`src/rtl/ctrl_burst_cas_pkg.sv`:
```
// Shared types and DDR timing constants for the column-command stage.
// Request type encodings, CAS FSM states and default timing values.
// Imported by the interface and the top module.
package ctrl_burst_cas_pkg;

  typedef enum logic [2:0] {
    RD_R = 3'b001,
    WR_R = 3'b010
  } req_type_t;

  typedef enum logic [1:0] {
    CAS_IDLE,
    CAS_WAIT_RCD,
    CAS_WAIT_GAP,
    CAS_DATA
  } cas_fsm_type;

  localparam int DDR_COL_W = 10;
  localparam int DDR_TRCD  = 16;
  localparam int DDR_TCCD  = 4;
  localparam int DDR_TWTR  = 4;
  localparam int DDR_CL    = 16;
  localparam int DDR_CWL   = 12;
  localparam int DDR_BL    = 8;

endpackage

```
`src/rtl/ctrl_burst_cas_if.sv`:
```
// Request/command bundle between the ACT controller, this stage and the PHY side.
// master drives the request pulses; slave (ctrl_burst_cas) drives CAS and data timing.
// No flow control: requests are single-cycle pulses, outputs are registered pulses/levels.
interface ctrl_burst_cas_if
  import ctrl_burst_cas_pkg::*;
#(
  parameter int COL_W = DDR_COL_W
);
  logic             act_rdy;
  logic             no_act_rdy;
  logic [2:0]       act_rw;
  logic [COL_W-1:0] col_addr;
  logic             cas_rdy;
  logic [2:0]       cas_req;
  logic [COL_W-1:0] cas_col;
  logic             data_start;
  logic             data_busy;
  logic             cas_idle;
  logic             req_err;

  modport master (
    output act_rdy, no_act_rdy, act_rw, col_addr,
    input  cas_rdy, cas_req, cas_col, data_start, data_busy, cas_idle, req_err
  );

  modport slave (
    input  act_rdy, no_act_rdy, act_rw, col_addr,
    output cas_rdy, cas_req, cas_col, data_start, data_busy, cas_idle, req_err
  );
endinterface

```
`src/rtl/ctrl_burst_cas.sv`:
```
// Column-command stage: waits tRCD/tCCD/tWTR, pulses cas_rdy, then times the data phase.
// Latency: row hit 1 cycle accept->cas_rdy; after ACT tRCD cycles; data at +CL/+CWL.
// Backpressure: none; requests are accepted only in CAS_IDLE, others are dropped.
module ctrl_burst_cas
  import ctrl_burst_cas_pkg::*;
#(
  parameter int COL_W = DDR_COL_W,
  parameter int tRCD  = DDR_TRCD,
  parameter int tCCD  = DDR_TCCD,
  parameter int tWTR  = DDR_TWTR,
  parameter int CL    = DDR_CL,
  parameter int CWL   = DDR_CWL,
  parameter int BL    = DDR_BL
) (
  input  logic             CK_t,
  input  logic             reset,
  ctrl_burst_cas_if.slave  bus
);

  localparam logic [7:0] RCD_LAST  = 8'(tRCD - 1);
  localparam logic [7:0] CCD_MIN   = 8'(tCCD - 1);
  localparam logic [7:0] WTR_MIN   = 8'(CWL + BL / 2 + tWTR - 1);
  localparam logic [7:0] CL_M1     = 8'(CL - 1);
  localparam logic [7:0] CWL_M1    = 8'(CWL - 1);
  localparam logic [7:0] HALF_BL   = 8'(BL / 2);
  localparam logic [7:0] BURST_END = 8'(BL / 2 + 1);

  cas_fsm_type state, state_nxt;
  logic [7:0]  wait_cnt;
  logic [7:0]  gap_cnt;
  logic        last_wr;
  logic        accept;
  logic        type_ok;
  logic        gap_ok;
  logic        cas_fire;
  logic [7:0]  lat_m1;
  logic [7:0]  busy_end;
  logic [7:0]  done_cnt;

  // Next-state decode plus the spacing and data-window terms the register stage needs.
  always_comb begin
    state_nxt = state;
    accept    = (state == CAS_IDLE) && (bus.act_rdy || bus.no_act_rdy);
    type_ok   = (bus.act_rw == RD_R) || (bus.act_rw == WR_R);
    // A read following a write must also clear the write data plus tWTR.
    gap_ok    = (gap_cnt >= CCD_MIN) &&
                !((bus.cas_req == RD_R) && last_wr && (gap_cnt < WTR_MIN));
    cas_fire  = (state == CAS_WAIT_GAP) && gap_ok;
    lat_m1    = (bus.cas_req == WR_R) ? CWL_M1 : CL_M1;
    busy_end  = lat_m1 + HALF_BL;
    done_cnt  = lat_m1 + BURST_END;
    case (state)
      CAS_IDLE: begin
        // act_rdy wins over no_act_rdy so tRCD is never skipped.
        if (accept && type_ok) state_nxt = bus.act_rdy ? CAS_WAIT_RCD : CAS_WAIT_GAP;
      end
      CAS_WAIT_RCD: if (wait_cnt == RCD_LAST) state_nxt = CAS_WAIT_GAP;
      CAS_WAIT_GAP: if (gap_ok) state_nxt = CAS_DATA;
      CAS_DATA:     if (wait_cnt == done_cnt) state_nxt = CAS_IDLE;
      default:      state_nxt = CAS_IDLE;
    endcase
  end

  // State, counters and all registered outputs.
  always_ff @(posedge CK_t) begin
    if (reset) begin
      state          <= CAS_IDLE;
      wait_cnt       <= 8'd0;
      gap_cnt        <= 8'hFF;
      last_wr        <= 1'b0;
      bus.cas_rdy    <= 1'b0;
      bus.cas_req    <= 3'd0;
      bus.cas_col    <= '0;
      bus.data_start <= 1'b0;
      bus.data_busy  <= 1'b0;
      bus.cas_idle   <= 1'b1;
      bus.req_err    <= 1'b0;
    end else begin
      state <= state_nxt;
      // The accept cycle already counts toward tRCD, so that wait starts at 1.
      if (state_nxt != state)
        wait_cnt <= (state_nxt == CAS_WAIT_RCD) ? 8'd1 : 8'd0;
      else if (wait_cnt != 8'hFF)
        wait_cnt <= wait_cnt + 8'd1;

      if (cas_fire)
        gap_cnt <= 8'd0;
      else if (gap_cnt != 8'hFF)
        gap_cnt <= gap_cnt + 8'd1;

      bus.cas_rdy <= cas_fire;
      if (cas_fire) last_wr <= (bus.cas_req == WR_R);

      if (accept) begin
        bus.cas_req <= bus.act_rw;
        bus.cas_col <= bus.col_addr;
      end
      bus.req_err <= accept && !type_ok;

      bus.data_start <= (state == CAS_DATA) && (wait_cnt == lat_m1);
      bus.data_busy  <= (state == CAS_DATA) && (wait_cnt >= lat_m1) && (wait_cnt < busy_end);
      bus.cas_idle   <= (state_nxt == CAS_IDLE);
    end
  end

endmodule

```
`src/flat_wrapper.sv`:
```
// flat-port wrapper written by rule: the top's interface ports become plain ports
module ctrl_burst_cas_flat import ctrl_burst_cas_pkg::*;
#(
  parameter int COL_W = DDR_COL_W,
  parameter int tRCD  = DDR_TRCD,
  parameter int tCCD  = DDR_TCCD,
  parameter int tWTR  = DDR_TWTR,
  parameter int CL    = DDR_CL,
  parameter int CWL   = DDR_CWL,
  parameter int BL    = DDR_BL
)
  (CK_t, reset, bus_act_rdy, bus_no_act_rdy, bus_act_rw, bus_col_addr, bus_cas_rdy, bus_cas_req, bus_cas_col, bus_data_start, bus_data_busy, bus_cas_idle, bus_req_err);
  ctrl_burst_cas_if #(.COL_W(COL_W)) bus_i ();
  input  logic CK_t;
  input  logic reset;
  input wire logic [$bits(bus_i.act_rdy)-1:0] bus_act_rdy;
  input wire logic [$bits(bus_i.no_act_rdy)-1:0] bus_no_act_rdy;
  input wire logic [$bits(bus_i.act_rw)-1:0] bus_act_rw;
  input wire logic [$bits(bus_i.col_addr)-1:0] bus_col_addr;
  output wire logic [$bits(bus_i.cas_rdy)-1:0] bus_cas_rdy;
  output wire logic [$bits(bus_i.cas_req)-1:0] bus_cas_req;
  output wire logic [$bits(bus_i.cas_col)-1:0] bus_cas_col;
  output wire logic [$bits(bus_i.data_start)-1:0] bus_data_start;
  output wire logic [$bits(bus_i.data_busy)-1:0] bus_data_busy;
  output wire logic [$bits(bus_i.cas_idle)-1:0] bus_cas_idle;
  output wire logic [$bits(bus_i.req_err)-1:0] bus_req_err;
  assign bus_i.act_rdy = bus_act_rdy;
  assign bus_i.no_act_rdy = bus_no_act_rdy;
  assign bus_i.act_rw = bus_act_rw;
  assign bus_i.col_addr = bus_col_addr;
  assign bus_cas_rdy = bus_i.cas_rdy;
  assign bus_cas_req = bus_i.cas_req;
  assign bus_cas_col = bus_i.cas_col;
  assign bus_data_start = bus_i.data_start;
  assign bus_data_busy = bus_i.data_busy;
  assign bus_cas_idle = bus_i.cas_idle;
  assign bus_req_err = bus_i.req_err;
  ctrl_burst_cas #(.COL_W(COL_W), .tRCD(tRCD), .tCCD(tCCD), .tWTR(tWTR), .CL(CL), .CWL(CWL), .BL(BL)) u_core (.CK_t(CK_t), .reset(reset), .bus(bus_i));
endmodule
```
`config.mk`:
```
export PLATFORM = sky130hd
export DESIGN_NAME = ctrl_burst_cas_flat
export DESIGN_NICKNAME = d
export VERILOG_FILES = /design/src/rtl/ctrl_burst_cas_pkg.sv /design/src/rtl/ctrl_burst_cas_if.sv /design/src/rtl/ctrl_burst_cas.sv /design/src/flat_wrapper.sv
export SDC_FILE = /design/constraint.sdc
export NUM_CORES = 1
export LEC_CHECK = 0
export ABC_AREA = 1
export CAP_MARGIN = 40
export CORE_MARGIN = 5
export CORE_UTILIZATION = 55
export DETAILED_ROUTE_END_ITERATION = 8
export GPL_TIMING_DRIVEN = 0
export PLACE_DENSITY_LB_ADDON = 0.15
export SLEW_MARGIN = 25
export SYNTH_ARGS = -nofsm -noshare
export SYNTH_HDL_FRONTEND = slang
export SYNTH_SLANG_ARGS = --single-unit
```
`constraint.sdc`:
```
create_clock -name CK_t -period 5.2 [get_ports CK_t]
set_clock_uncertainty 0.15 [all_clocks]
set_input_delay 1.04 -clock CK_t [delete_from_list [all_inputs] [get_ports CK_t]]
set_output_delay 1.04 -clock CK_t [all_outputs]
set_load 0.02 [all_outputs]
```
* Word level (Yosys, flattened, before mapping) *
Index checks and enable logic that the tools add are counted.

storage, ports and cells
  bits in registers = 37
  word-level logic and storage cells = 63
  bits of input ports = 17

operators by class
  $lt $le $gt $ge = 4
  equality and inequality tests = 14
  reduce and logical (&&, ||, !) cells = 18
  $add $sub $neg = 4
  muxes and demuxes = 12

operators with widths
  cell                                                  number
  two-way mux 8 bit                                     4
  adder 8 x 1 -> 8 bit (second input constant)          2
  adder 8 x 3 -> 8 bit (second input constant)          2
  equality test 8 bit                                   2
  inequality test 8 bit (second input constant)         2
  logical AND 1 bit                                     10
  two-way mux 2 bit                                     5
  equality test 8 x 4 -> 1 bit (second input constant)  1
  >= comparator 8 x 2 -> 1 bit (second input constant)  1
  >= comparator 8 bit                                   1
  < comparator 8 x 5 -> 1 bit (second input constant)   1
  < comparator 8 bit                                    1
  one-hot mux 2 bit (4 select lines)                    1
  equality test 3 x 1 -> 1 bit (second input constant)  2
  equality test 3 x 2 -> 1 bit (second input constant)  2
  equality test 2 x 1 -> 1 bit (second input constant)  2
  equality test 2 bit (second input constant)           2
  zero test 2 bit                                       2
  nonzero test 2 bit                                    2
  two-way mux 3 bit                                     1
  zero test 1 bit                                       2
  logical OR 1 bit                                      2
  inequality test 2 bit                                 1
  two-way mux 1 bit                                     1

* Longest topological paths before layout *
Gate-level depths: netlist (run 1).

  word-level depth = 10
  mapped depth = 16
  gate-level depth less buffers = 16

* Least setup slack after synthesis (run 1) *
Ideal clock, no wire load.

  path type = input to register
  start point = input bus_act_rw[1]
  end point = register u_core.wait_cnt[0]
  setup slack = 3175 ps
  setup time = 110 ps
  path buffers = 0
  required time = 4940 ps
  stages = 9
  arrival = 1766 ps
  cell sequence = a21oi_1 > o21a_1 > nand2_1 > nand2_1 > nand3_4 > nand2_2 > nand2_1 > inv_1 > nor2_2

on the way
  longest elaborated chain between the ends = 8

ends and longest elaborated chain
  what                                                                                 line                  text
  start: declaration                                                                   flat_wrapper.sv:18    input wire logic [$bits(bus_i.act_rw)-1:0] bus_act_rw;
  equality test 3 x 1 -> 1 bit / equality test 3 x 2 -> 1 bit (equally long branches)  ctrl_burst_cas.sv:44  type_ok = (bus.act_rw == RD_R) || (bus.act_rw == WR_R);
  logical OR 1 bit (*)                                                                 ctrl_burst_cas.sv:44
  logical AND 1 bit (*)                                                                ctrl_burst_cas.sv:55  if (accept && type_ok) state_nxt = bus.act_rdy ? CAS_WAIT_RCD : CAS_WAIT_GAP;
  two-way mux 2 bit (*)                                                                ctrl_burst_cas.sv:55
  one-hot mux 2 bit (4 select lines) (*)                                               ctrl_burst_cas.sv:52  case (state)
  equality test 2 x 1 -> 1 bit                                                         ctrl_burst_cas.sv:82  wait_cnt <= (state_nxt == CAS_WAIT_RCD) ? 8'd1 : 8'd0;
  two-way mux 1 bit                                                                    ctrl_burst_cas.sv:82
  two-way mux 8 bit                                                                    ctrl_burst_cas.sv:81  if (state_nxt != state)
  end signal: assignment                                                               ctrl_burst_cas.sv:82
  end signal: assignment                                                               ctrl_burst_cas.sv:84  wait_cnt <= wait_cnt + 8'd1;
  end: declaration                                                                     ctrl_burst_cas.sv:29  logic [7:0] wait_cnt;

Mark *: on every way between the ends. The rest lies on a longest branch, timed or not.
A chain may end at the register's enable or synchronous reset.

* Worst setup path after layout (run 1) *
  start point = register u_core.bus.cas_req[2]
  end point = output bus_cas_req[2]

RTL lines
  what                      line                     text
  start: declaration        ctrl_burst_cas_if.sv:28  output cas_rdy, cas_req, cas_col, data_start, data_busy, cas_idle, req_err
  start signal: assignment  ctrl_burst_cas.sv:95     bus.cas_req <= bus.act_rw;
  end: declaration          flat_wrapper.sv:21       output wire logic [$bits(bus_i.cas_req)-1:0] bus_cas_req;

No word-level cell between the ends.

==> results of run 1 <==
==> through the flow <==
stage                     util [%]  hold WS, ns
after floorplan                  -        0.274
after global placement        71.2        0.286
after detailed placement      71.2        0.305
after CTS                     72.7        0.321
after global routing          72.7        0.342
final                         72.7        0.323
==> how the worst max path moves through the flow <==
stage / from / end / cells after the start
floorplan: bus_act_rw[1] / u_core.wait_cnt[0] / 9
global placement: bus_act_rdy / u_core.wait_cnt[0] / 10
detailed placement: bus_act_rdy / u_core.wait_cnt[0] / 10
CTS: u_core.bus.cas_req[0] / bus_cas_req[0] / 1
global route: u_core.bus.cas_req[0] / bus_cas_req[0] / 1
finish: u_core.bus.cas_req[2] / bus_cas_req[2] / 1
==> kinds of logic after synthesis <==
family	synth area share, %
and+or+nand+nor	33.1
AOI/OAI and AO/OA	12.7
DFF	40.9
buffers and inverters	7.11
adders and majority gates	4.83
xor gates and xnor gates	1.45
==> synthesized netlist by cell type (3+ instances only) <==
cell,n,area [sq um]
sky130_fd_sc_hd__a21oi_1,7,35.0
sky130_fd_sc_hd__dfxtp_1,37,741
sky130_fd_sc_hd__ha_1,7,87.6
sky130_fd_sc_hd__inv_1,21,78.8
sky130_fd_sc_hd__inv_2,5,18.8
sky130_fd_sc_hd__nand2_1,37,139
sky130_fd_sc_hd__nand2_2,5,31.3
sky130_fd_sc_hd__nand3_1,16,80.1
sky130_fd_sc_hd__nor2_1,54,203
sky130_fd_sc_hd__nor2_2,8,50.1
sky130_fd_sc_hd__o21ai_0,25,125
sky130_fd_sc_hd__xor2_1,3,26.3
==> state kept, by name, summed over array words and instances (netlist names) <==
name                   flops
u_core.bus.data_busy       1
u_core.last_wr             1
u_core.bus.cas_idle        1
u_core.bus.data_start      1
u_core.wait_cnt            8
u_core.bus.cas_req         3
u_core.bus.req_err         1
u_core.gap_cnt             8
u_core.state               2
u_core.bus.cas_rdy         1
u_core.bus.cas_col        10
==> worst reg2reg max path, delay by kind of cell, from the launching register on <==
kind | cells | cell delay, ns
and+or+nand+nor | 13 | 1.07
adders and majority gates | 1 | 0.32
DFF | 1 | 0.35
buffers and inverters | 2 | 0.11
==> cell type report <==
cell class	instances	area (sq um)	share of cell area, %
inverter	27	104	4.60
clock buffer	8	48.8	2.16
tap	44	55.1	2.44
buffer	5	25.0	1.11
multi-input combinational	183	943	41.8
sequential	37	741	32.8
timing repair buffer	34	340	15.1
==> routing by layer <==
metal  vias up  global-route usage, %  share of wire, %
li1        899                      -                 -
met4         0                   7.59               1.0
met3         4                   5.16               5.7
met2        36                   31.5                45
met1       756                   23.0                49
met5         -                      0                 0
==> report_power, final <==
group	switching [mW]	internal, mW	leakage (nW)
combinational	0.143	0.104	0.680
sequential	0.0268	0.322	0.305
clock	0.0893	0.0540	0.0265
==> results summary, run 1 <==
The worst register-to-register path has a depth of 16. Once routing completed, OpenROAD measured the worst setup slack at 2.67 ns. The number of optimization iterations in the first detailed-route pass is 4.

The sum of negative setup slack came out at 0 ns. The transition time of the tightest slew-check pin came out at 0.377 ns. The path class of the tightest hold or removal check is reg2reg. The full die area came out at 4540 sq um. The later pin in the worst-skew pair is clocked with a latency of 0.33 ns. The routed via count divided by cell count is 5.01. Detailed placement finished with a half-perimeter wire length of 2880 um. The shortest period the worst path allows came out at 2.53 ns. The global-route wire length before repair is 6530 um. Setup repair after global routing left no endpoint under its margin. The synthesized netlist net count is between 200 and 300. The top cell types in the final layout, fill and taps aside, are 54 x sky130_fd_sc_hd__nor2_1, 37 x sky130_fd_sc_hd__nand2_1, 37 x sky130_fd_sc_hd__dfxtp_1. The hold buffer count at CTS is 0. The deepest level of the CTS H-tree came out at 2. The number of endpoints with negative hold slack in the final report came to 0. The detailed router's first-iteration violation count came out at 114. The die width is slightly below 70 um.

CTS placed an instance of sky130_fd_sc_hd__clkbuf_4 at the clock tree root. TritonCTS built the clock tree. The cell area after synthesis came out at 1810 sq um. The library cell used most frequently in the layout, excluding fill and tap cells, is sky130_fd_sc_hd__nor2_1. The count of nets left with antenna violations once routing finished came out at 0. For this run, the total global-route usage over all layers was measured as roughly a fifth. The buffer count from post-CTS setup fixing is 0. A synthesized cell averages approximately 7.2 sq um. The clock passes through at most 2 buffers. In this run, synthesis inferred 0 flip-flops with an integrated enable. The number of max-cap violations is 0. For this run, design rule violations remaining after detail routing come to 0. The ratio of final minimum period to clock period is 48.7%. The share of final-layout standard cells stronger than drive strength 1 is 11.2%. The instance count after placement with tap cells included is 330. The via count of the first global-routing pass is approximately 1600. Data arrives at the worst endpoint at 1.34 ns.

The final layout net count came out at about 320. The most used flip-flop cell after synthesis is sky130_fd_sc_hd__dfxtp_1. The initial antenna violation count came to 0. In the synthesized netlist the async set-or-reset flop fraction comes to 0%. After clock tree synthesis, the repair step resized 0 gates. The final weighted congestion in routability-driven placement is 0.816. The relative max-transition margin is 74.9%. Data on the critical path is required at its endpoint by 4.01 ns. The critical path goes through clkdlybuf4s50_1.

The number of ports placed on the die boundary came out at 35. The netlist uses 31 different library cells. The starting density of the core is 58.4%. The sequential fraction of the synthesis area is a little over 40%. During synthesis, Yosys emitted a total of 0 warnings. The total number of vias is 1695. The flow ran to the end, and the final reports show no timing, DRC or antenna violations. The category of the worst setup path capture point is a primary output. The area growth from synthesis to layout came out at 24.5%. The source of the worst register-to-register timing path is u_core.bus.cas_req[2].

The depth of the worst hold-timing path is 2. The placeable core area is 3100 sq um. Clock tree synthesis found a total of 37 sinks.

In this run the core area contains 20 standard-cell rows. The power per cell area came out at 327 nW/um^2. The hold path startpoint is u_core.last_wr. The post-detailed-placement cell area is 2210 sq um. The worst slack after detailed placement is 2.48 ns. The largest driver fanout on the critical path is 4. The number of buffers created by CTS is 5. After detailed routing, the total wire length is 3730 um. The worst setup slack for register-to-register paths is around 3.2 ns. The aggregate global routing overflow is 0. For this run, the slowest stage of the critical path takes 0.63 ns. The synthesized design contains 37 register bits.

The total leakage power is 1.01 nW. The number of max-slew violations in the final report was 0. The number of inserted filler cells in the final layout came out at 291. The sum of buffers and inverters on the critical path came out at 1. After technology mapping, the gate count stands at ~250.

Leaving out filler cells and counting taps, the final layout contains 338. The area of all placed cells without fillers came out at 2260 sq um. The fmax came out at 395 MHz. The reg-to-reg critical path endpoint is u_core.wait_cnt[0]. Setup violations remaining at the end of the flow were counted as 0.

The worst setup path is of the reg2out kind. The quantity of I/O buffers inserted on ports is 34. The clock-pin transition on the worst setup and hold timing paths came out at 0.11 ns. IR analysis of the VDD net gives a maximum drop of approximately 260 uV. For this design, the slowest cell found on the critical path is sky130_fd_sc_hd__clkdlybuf4s50_1. The repair_antennas step left the layout with diodes totalling 0. The vertical die dimension came out at a little under 70 um. Overall power consumption after layout is estimated at 0.739 mW. Broken down by cell family, the worst path's largest delay share belongs to buffers and inverters. The path with the worst hold slack has its endpoint at u_core.last_wr.

In the final routed layout, each cell accounts on average for roughly 11 um. The startpoint kind of the worst setup timing path is a flop. Entering global routing, the biggest net connects 11 pins.
No activity file was read; power rests on OpenSTA's default activity.
==> run 2: changes to the inputs <==
- CORE_UTILIZATION: 55 -> 46
- clock period: 5.2 -> 2.05 ns (I/O delays scaled with it)
==> run 2 against run 1 <==
  * Register-to-register slack lost 3.0 ns
  * Critical path depth up 1
  * Largest cell class unchanged
  * Final cell count increased by 1.8%
  * Utilization decreased by 8.9 points
  * Largest power group unchanged
  * Clock-buffer cell count fell by 1
  * Worst hold slack about the same
  * Setup slack worse by 2.5 ns
  * Sequential power grew to 2.5 times the previous value
==> results summary, run 2 (same netlist as run 1, synthesis figures left out) <==
The final routed wire length divided by cell count is 11.3 um. The floorplan step set the die height to ~73 um. The instance count on the critical path came out at 2. The switching power came out at 0.696 mW. The area growth from synthesis to layout came out at 31.8%. The placed wire-length estimate after detailed placement came out at 2920 um. The worst-case reg-to-reg path depth came out at 14. Setup repair after global routing left no endpoint under its margin. Setup violations remaining at the end of the flow were counted as 0.

The worst register-to-register path ends at u_core.wait_cnt[5]. The instance count after placement with tap cells included came out at 334. The slowest stage of the critical path is the sky130_fd_sc_hd__clkdlybuf4s50_1 cell. For this configuration, the core starts out at a cell density of a little under 50%. The deepest level of the CTS H-tree is 2. The sum of buffers and inverters on the critical path is 2. The detailed router's first-iteration violation count is 56. The maximum VDD drop is 594 uV.

On the critical path the largest part of the delay comes from buffers and inverters. The area of all placed cells without fillers is 2390 sq um. The post-detailed-placement cell area is 2210 sq um. The largest registers in the layout are u_core.bus.cas_col: 10 flops, u_core.gap_cnt: 8 flops, u_core.wait_cnt: 8 flops. The final weighted congestion in routability-driven placement is between 0.8 and 0.9. The fmax came out at 523 MHz. The later-pin clock latency in the skew report came out at 0.29 ns.

The design internal power is 1.49 mW. The number of buffers on the longest clock path came out at 2. In the final timing run, aggregate negative setup slack is 0 ns. The register with the highest flop count is u_core.bus.cas_col.

The data arrival time of the critical path came out at 1.35 ns. Max-cap violations in this run came to 0. The clock-pin transition on the worst setup and hold timing paths came out at around 0.070 ns. The core region is 3740 sq um.

Dividing the detail-routed via count by the number of cells gives 4.84. In the layout the commonest cells are 48 x sky130_fd_sc_hd__nor2_1, 35 x sky130_fd_sc_hd__nand2_1, 35 x sky130_fd_sc_hd__dfxtp_1. The most common cell after layout, fill and taps aside is sky130_fd_sc_hd__nor2_1.

STA classifies the critical path startpoint as a flop. The share of final-layout standard cells stronger than drive strength 1 came out at roughly 17%. In this run, the clock network consumes 29.5% of the power.

The worst hold path begins at u_core.last_wr. The total global routing track utilization is ~16%. The total leakage power came out at approximately 1.1 nW. The number of buffers created by CTS came out at 5. The largest driver fanout on the critical path is 3.

The overall power after layout came out at roughly 2.2 mW. The destination of the worst hold path is u_core.last_wr. The final cell count without fillers came out at 344. The power per cell area came out at about 900 nW/um^2. The initial antenna violation count was 0. The number of flip-flops under the largest register name is 10. The number of max-slew violations in the final report is 0.

The root cell of the clock tree is sky130_fd_sc_hd__clkbuf_8. In this run the remaining antenna-violating nets after routing total 0. The utilization after layout came out at 63.8%. The switching part of the total power is a little under a third. The shortest period the worst path allows is 1.91 ns. The largest net degree at the start of global routing came out at 12.

The worst setup slack for register-to-register paths came out at approximately 0.18 ns. The critical path's largest stage delay came out at 0.61 ns. The portion of total power attributed to combinational logic is 29.8%. Measured against its own limit, the worst slew margin works out to 76.2%.

The tightest min-delay check is of the reg2reg type. The full die area came out at 5300 sq um. TritonCTS built the clock tree. The clock net in this run drives a total of 37 sinks. The via count of the first global-routing pass came out at around 1600. The depth of the worst hold-timing path is 2. After the last flow step, the layout net total stands at around 320. The number of optimization iterations in the first detailed-route pass came out at 4. The required time reported for the critical path endpoint is 1.49 ns. The number of endpoints with negative hold slack in the final report is 0. The source of the worst register-to-register timing path is u_core.bus.cas_req[2]. The register share of total power came out at 40.7%. The sum of routed wire length over all layers came out at slightly below 4000 um. The ratio of final minimum period to clock period came out at 93.3%. The number of antenna diodes came out at 0. The global-route wire length before repair is 6670 um. The quantity of I/O buffers inserted on ports came out at 34. The flow ran to the end, and the final reports show no timing, DRC or antenna violations. The total number of vias came out at 1666. Global routing finished with a remaining overflow of 0. Walking the worst path, the cells encountered are buf_4 -> clkdlybuf4s50_1.

The count of standard-cell rows came out at 22. The number of ports placed on the die boundary is 35. The total DRC errors in the routed layout came out at 0.

The category of the worst setup path capture point is a primary output. The die width came out at approximately 73 um. The transition time of the tightest slew-check pin came out at ~0.36 ns. The critical path class is reg2out.
-- run 2: stage by stage --
step,setup WS (ns),hold WS [ns]
detailed placement,-0.0304,0.309
CTS,0.00161,0.319
global placement,-0.00341,0.284
floorplan,0.111,0.274
finish,0.138,0.323
global route,0.00762,0.350
-- run 2: worst reg2reg max path, cell delays in order, from the launching register on --
cell	delay (ns)
sky130_fd_sc_hd__dfxtp_2	0.33
sky130_fd_sc_hd__nor2_2	0.11
sky130_fd_sc_hd__nand2_2	0.08
sky130_fd_sc_hd__ha_4	0.22
sky130_fd_sc_hd__inv_2	0.05
sky130_fd_sc_hd__nand2_2	0.06
sky130_fd_sc_hd__nor2_4	0.08
sky130_fd_sc_hd__nand2_1	0.06
sky130_fd_sc_hd__nand2_1	0.06
sky130_fd_sc_hd__nand2_1	0.05
sky130_fd_sc_hd__nor2_2	0.10
sky130_fd_sc_hd__nand2_2	0.09
sky130_fd_sc_hd__nand3_4	0.09
sky130_fd_sc_hd__nand3_4	0.15
sky130_fd_sc_hd__nor2_2	0.13
-- run 2: layer usage --
| layer | GRT usage, % | vias up | part of all wire, % |
|---|---|---|---|
| li1 | - | 899 | - |
| met1 | 20.0 | 727 | 48 |
| met2 | 25.6 | 36 | 45 |
| met3 | 7.02 | 4 | 5.4 |
| met4 | 4.92 | 0 | 1.0 |
| met5 | 0 | - | 0 |
-- run 2: layout make-up --
type	count	area [sq um]
fill	332	1350
inverter	27	104
clock buffer	7	86.3
tap	48	60.1
sequential	37	743
buffer	5	25.0
timing repair buffer	36	355
multi-input combinational	183	986
clock inverter	1	30.0
-- run 2: worst max-delay path by stage --
stage                                startpoint                 end
final                     u_core.bus.cas_req[2]      bus_cas_req[2]
after global routing      u_core.bus.cas_req[2]  u_core.wait_cnt[5]
after CTS                 u_core.bus.cas_req[2]  u_core.wait_cnt[0]
after detailed placement            bus_act_rdy  u_core.wait_cnt[6]
after global placement              bus_act_rdy  u_core.wait_cnt[0]
after floorplan           u_core.bus.cas_req[1]  u_core.wait_cnt[0]
-- run 2: power groups by stage --
| stage | logic (mW) | registers (mW) | clock network (mW) |
|---|---|---|---|
| 3_5_place_dp | 0.627 | 0.902 | 0 |
| 6_report | 0.650 | 0.889 | 0.645 |
| 4_1_cts | 0.633 | 0.886 | 0.668 |
| 3_3_place_gp | 0.622 | 0.900 | 0 |
| 5_1_grt | 0.740 | 0.903 | 0.704 |
| 2_1_floorplan | 0.413 | 0.928 | 0 |
-- run 2: repair_timing --
item / CTS / global route
hold buffers: 0 / 0
setup buffers: 0 / 2
endpoints found under the setup margin: 0 / 10
resized for setup: 0 / 14
==> run 3: changes to the inputs <==
- CORE_UTILIZATION: 46 -> 55
- clock period: 2.05 -> 2.4 ns (I/O delays scaled with it)
==> results of run 3 <==
The final DEF is identical to that of run 1. Status: complete, no violations.
Among the figures that moved: setup slack after placement 2.48 ns -> 0.244 ns; setup slack after layout 2.67 ns -> 0.360 ns; end point of the critical path bus_cas_req[2] -> u_core.wait_cnt[0]; register-to-register setup slack 3.16 ns -> 0.36 ns; total power 0.739 mW -> 1.60 mW; worst IR drop on VDD 255 uV -> 553 uV
